File: src/rtl/instr_field_decoder.sv
// Byte-serial x86-subset instruction field decoder: assembles opcode, ModR/M,
// displacement and immediate, then holds them for a valid/ready consumer.
module instr_field_decoder (
  input  logic        clk,
  input  logic        clr,
  input  logic [7:0]  in_byte,
  input  logic        in_valid,
  output logic        in_ready,
  input  logic        flush,
  output logic        out_valid,
  input  logic        out_ready,
  output logic [7:0]  opcode,
  output logic [7:0]  modrm,
  output logic [31:0] disp,
  output logic [31:0] imm,
  output logic        has_modrm,
  output logic [1:0]  disp_sz,
  output logic [1:0]  imm_sz,
  output logic [3:0]  len,
  output logic        illegal
);

  typedef enum logic [2:0] {OPC, MODRM, DISP, IMM, OUT} state_t;

  state_t      state, state_nx;
  logic [1:0]  cnt, cnt_nx;
  logic [7:0]  opcode_nx, modrm_nx;
  logic [31:0] disp_nx, imm_nx;
  logic        has_modrm_nx, illegal_nx;
  logic [1:0]  disp_sz_nx, imm_sz_nx;
  logic [3:0]  len_nx;

  logic       take;
  logic [1:0] mod_f;
  logic [2:0] reg_f, rm_f;
  logic       reg_bad;

  assign take  = in_valid & in_ready;
  assign mod_f = in_byte[7:6];
  assign reg_f = in_byte[5:3];
  assign rm_f  = in_byte[2:0];
  assign reg_bad = ((opcode == 8'h83) && (reg_f > 3'd1)) ||
                   ((opcode == 8'hC1) && (reg_f != 3'd5)) ||
                   ((opcode == 8'hFF) && (reg_f != 3'd4));

  always_ff @(posedge clk or negedge clr) begin
    if (!clr) state <= OPC;
    else      state <= state_nx;
  end

  always_comb begin
    state_nx     = state;
    cnt_nx       = cnt;
    opcode_nx    = opcode;
    modrm_nx     = modrm;
    disp_nx      = disp;
    imm_nx       = imm;
    has_modrm_nx = has_modrm;
    disp_sz_nx   = disp_sz;
    imm_sz_nx    = imm_sz;
    len_nx       = len;
    illegal_nx   = illegal;
    // flush outranks a coincident out_ready; both end in a cleared OPC
    if (flush || (state == OUT && out_ready)) begin
      state_nx     = OPC;
      cnt_nx       = '0;
      opcode_nx    = '0;
      modrm_nx     = '0;
      disp_nx      = '0;
      imm_nx       = '0;
      has_modrm_nx = 1'b0;
      disp_sz_nx   = '0;
      imm_sz_nx    = '0;
      len_nx       = '0;
      illegal_nx   = 1'b0;
    end else if (take) begin
      unique case (state)
        OPC: begin
          opcode_nx = in_byte;
          len_nx    = 4'd1;
          case (in_byte)
            8'h01, 8'h09, 8'hFF: has_modrm_nx = 1'b1;
            8'h05, 8'h0D:        imm_sz_nx    = 2'b10;
            8'h83, 8'hC1: begin
              has_modrm_nx = 1'b1;
              imm_sz_nx    = 2'b01;
            end
            8'hEB:   disp_sz_nx = 2'b01;
            8'hE9:   disp_sz_nx = 2'b10;
            default: illegal_nx = 1'b1;
          endcase
          if (illegal_nx)           state_nx = OUT;
          else if (has_modrm_nx)    state_nx = MODRM;
          else if (disp_sz_nx != 0) state_nx = DISP;
          else if (imm_sz_nx != 0)  state_nx = IMM;
          else                      state_nx = OUT;
        end
        MODRM: begin
          modrm_nx = in_byte;
          len_nx   = len + 4'd1;
          if (mod_f != 2'b11 && rm_f == 3'b100) begin
            illegal_nx = 1'b1;
            state_nx   = OUT;
          end else begin
            if (mod_f == 2'b00 && rm_f == 3'b101) disp_sz_nx = 2'b10;
            else if (mod_f == 2'b01)              disp_sz_nx = 2'b01;
            else if (mod_f == 2'b10)              disp_sz_nx = 2'b10;
            else                                  disp_sz_nx = 2'b00;
            // bad /reg is only flagged; remaining fields are still consumed
            if (reg_bad) illegal_nx = 1'b1;
            if (disp_sz_nx != 0)  state_nx = DISP;
            else if (imm_sz != 0) state_nx = IMM;
            else                  state_nx = OUT;
          end
        end
        DISP: begin
          len_nx = len + 4'd1;
          if (disp_sz == 2'b01) disp_nx = {in_byte, 24'h0};
          else                  disp_nx[{cnt, 3'b000} +: 8] = in_byte;
          if (disp_sz == 2'b01 || cnt == 2'd3) begin
            cnt_nx   = '0;
            state_nx = (imm_sz != 0) ? IMM : OUT;
          end else begin
            cnt_nx = cnt + 2'd1;
          end
        end
        IMM: begin
          len_nx = len + 4'd1;
          if (imm_sz == 2'b01) imm_nx = {in_byte, 24'h0};
          else                 imm_nx[{cnt, 3'b000} +: 8] = in_byte;
          if (imm_sz == 2'b01 || cnt == 2'd3) begin
            cnt_nx   = '0;
            state_nx = OUT;
          end else begin
            cnt_nx = cnt + 2'd1;
          end
        end
        default: ;
      endcase
    end
  end

  always_ff @(posedge clk or negedge clr) begin
    if (!clr) begin
      cnt       <= '0;
      opcode    <= '0;
      modrm     <= '0;
      disp      <= '0;
      imm       <= '0;
      has_modrm <= 1'b0;
      disp_sz   <= '0;
      imm_sz    <= '0;
      len       <= '0;
      illegal   <= 1'b0;
    end else begin
      cnt       <= cnt_nx;
      opcode    <= opcode_nx;
      modrm     <= modrm_nx;
      disp      <= disp_nx;
      imm       <= imm_nx;
      has_modrm <= has_modrm_nx;
      disp_sz   <= disp_sz_nx;
      imm_sz    <= imm_sz_nx;
      len       <= len_nx;
      illegal   <= illegal_nx;
    end
  end

  always_comb begin
    in_ready  = clr && (state != OUT);
    out_valid = (state == OUT);
  end

endmodule

File: config.mk
export PLATFORM = sky130hd
export DESIGN_NAME = instr_field_decoder
export DESIGN_NICKNAME = d
export VERILOG_FILES = /design/src/rtl/instr_field_decoder.sv
export SDC_FILE = /design/constraint.sdc
export NUM_CORES = 1
export LEC_CHECK = 0
export CAP_MARGIN = 20
export CELL_PAD_IN_SITES_DETAIL_PLACEMENT = 0
export CELL_PAD_IN_SITES_GLOBAL_PLACEMENT = 1
export CORE_MARGIN = 3
export CORE_UTILIZATION = 39
export DETAILED_ROUTE_END_ITERATION = 10
export PLACE_DENSITY_LB_ADDON = 0.1
export SYNTH_ARGS = -nofsm -noshare
export SYNTH_HDL_FRONTEND = slang
export SYNTH_SLANG_ARGS = --single-unit
File: constraint.sdc
create_clock -name clk -period 2.09 [get_ports clk]
set_input_delay 0.418 -clock clk [delete_from_list [all_inputs] [get_ports clk]]
set_output_delay 0.418 -clock clk [all_outputs]
set_load 0.005 [all_outputs]
==> results.ini <==
[cts]
cts_max_level = 3
root_buffer = clkbuf_16
path_clk_slew_ps = 60
cts_buffer_depth = 2
cts.sinks = 95
insertion_delay_ps = 340
cts_tree = built
cts_buffers = 9

[grt]
grt_use_total_pct = 20.94
grt_pass1_wl_mm = 21.05
grt.overflow.total = 0
grt_pass1_vias = 3860
grt_max_degree = 75
antenna_found_initial = 0

[yosys]
synth_warnings = 0
async_flop_share_pct = 100.0
syn_area_um2 = 4511
synth-seq-area-share_pct = 52.70
synth_nets = 420
syn_area_per_cell_um2 = 11.22
ys_types = 57
synth_ff_type = dfrtp_1
synth_cells = 402
synth-seq-cells = 95
synth_edf_count = 0

[timing]
timing.final.crit_period_ps = 2035
fmaxAchievable_mhz = 491.3
finalHoldViolations = 0
fin_crit_sh_pct = 97.38
worst_slack_ps = 54.76
clock_skew_ps = 5.337
worstMarginPinSlew_ps = 900.7
max-slew-margin-rel_pct = 39.95
rsz0062_at_grt = no
slew_violations = 0
setup_viol = 0

[die]
die-area_um2 = 12890
core_um2 = 11080
io_pins = 105
die_w_um = 113.5
rows = 38
initial_utilization_pct = 40.72
die_height_um = 113.5

[detailed_routing]
first_iter_violations = 175
num_vias = 3820
viasPerCell = 5.418
wl_per_cell_um = 18.35
routed_wl_mm = 12.94
firstDrtPassIters = 4
ant_nets = 0
drc_errors = 0

[layout]
nets = 579
num_antenna_cells = 0
fillCellCount = 1006
final_core_util_pct = 58.23
drive_above_1_share_pct = 19.47
syn_to_final_growth_pct = 43.02

[worst_setup_path]
end_kind = primary output
path_max_fanout = 3
startpoint_type = flip-flop
path_class = reg2out
required_ps = 1670
arrival_ps = 1620

[placement]
hpwl_mm = 9.760
globalplace.congestion = 0.9002
portBuffers = 104
place_ws_ps = -209.6

[run]
max-cap-violations = 0

[worst_hold_path]
min_path_type = in2async

[status]
outcome = completed

[power]
p_leak_nw = 2.833
power_density_nw_per_um2 = 637.0
power.total_mw = 4.110
peakVddDrop_v = 0.0005024

==> power breakdown <==
part	switching [mW]	internal (mW)
combinational	0.278	0.260
sequential	0.0407	1.89
clock	0.690	0.955
total	1.01	3.10
==> synth_stat cells (all sizes together) (3+ instances only) <==
master	n	share of area (%)
nor2	36	3.4
buf	15	2.1
o211ai	3	0.50
mux2i	10	2.2
inv	6	0.50
nor3b	3	0.50
nor3	14	2.5
a22o	65	13
nor2b	6	0.83
nor4	5	1.4
nand3b	5	0.92
nand3	7	0.78
o21a	11	1.8
a211oi	6	1.6
a21oi	21	2.3
ha	5	1.4
clkbuf	14	1.2
dfrtp	95	53
nand2b	7	0.97
nand4	3	0.42
nand2	29	2.4
o21ai	7	0.78
==> critical path, stage by stage (launching register included) <==
cell and delay, ps:
dfrtp_2 450, nor2_8 120, and2_1 190, clkdlybuf4s50_1 520
==> what timing repair did <==
action	CTS	global route
setup buffers	2	1
hold endpoints to repair	2	0
setup endpoints to repair	2	1
pin swaps	1	0
hold buffers	1	0
gates resized for setup	2	1
==> layout by cell type (no fill, tap or decap), types with 9 or more instances in the layout <==
master,n
o21a_1,11
nand2_1,29
clkbuf_16,9
nor2_1,34
buf_4,71
dfrtp_1,93
mux2i_1,10
a22o_1,65
nor3_1,9
clkdlybuf4s50_1,102
a21oi_1,21
==> stage by stage <==
stage	cells	hold slack, ps	TNS, ps	area [µm²]
2_1_floorplan	402	122.4	0	4511
3_3_place_gp	686	253.2	-4808	6117
3_5_place_dp	686	252.6	-5808	6117
4_1_cts	704	84.36	0	6441
5_1_grt	705	105.3	0	6451
6_report	705	89.11	0	6451
==> worst paths after layout <==
check	start	end	slack, ps	depth (start not counted)
worst min-delay path	clr	imm[2]$_DFFE_PN0P_	90	2
min in group clk	disp[14]$_DFFE_PN0P_	disp[14]$_DFFE_PN0P_	510	1
worst max-delay path	state[1]$_DFFE_PN0P_	out_valid	50	3
max in group asynchronous	clr	modrm[2]$_DFFE_PN0P_	1100	2
worst min register to register	disp[14]$_DFFE_PN0P_	disp[14]$_DFFE_PN0P_	510	1
worst max register to register	state[0]$_DFFE_PN0P_	state[1]$_DFFE_PN0P_	170	6
==> cell type report <==
type / count / area, µm² / share of cell area, %
Inverter: 6 / 22.52 / 0.3491
Sequential cell: 95 / 2380 / 36.89
Clock inverter: 5 / 57.56 / 0.8922
Timing Repair Buffer: 177 / 1617 / 25.06
Tap cell: 140 / 175.2 / 2.715
Clock buffer: 10 / 239.0 / 3.704
Multi-Input combinational cell: 272 / 1961 / 30.39
==> cell families (layout without fill, tap and decap cells) <==
group | count (synthesis) | in the layout | synth area share [%]
AO/OA/AOI/OAI | 127 | 127 | 22.52
AND/OR/NAND/NOR | 127 | 127 | 16.64
flip-flops | 95 | 95 | 52.70
buffers and inverters | 35 | 198 | 3.828
multiplexers | 12 | 12 | 2.718
adder cells (fa/ha/maj) | 5 | 5 | 1.387
XOR/XNOR | 1 | 1 | 0.1942
==> flip-flops by register name (all words and copies together), names as in the netlist <==
name and flops:
has_modrm 1, imm 32, cnt 2, state 3, disp 32, modrm 8
illegal 1, imm_sz 2, opcode 8, disp_sz 2, len 4
==> metal layers <==
layer,share of wire [%],routed length [µm],track usage [%]
met4,1.5,192,6.651
met5,0,0,0
met3,5.7,739,4.244
met1,47,6076,30.63
met2,46,5930,31.33
(Power assumes the default switching activity.)
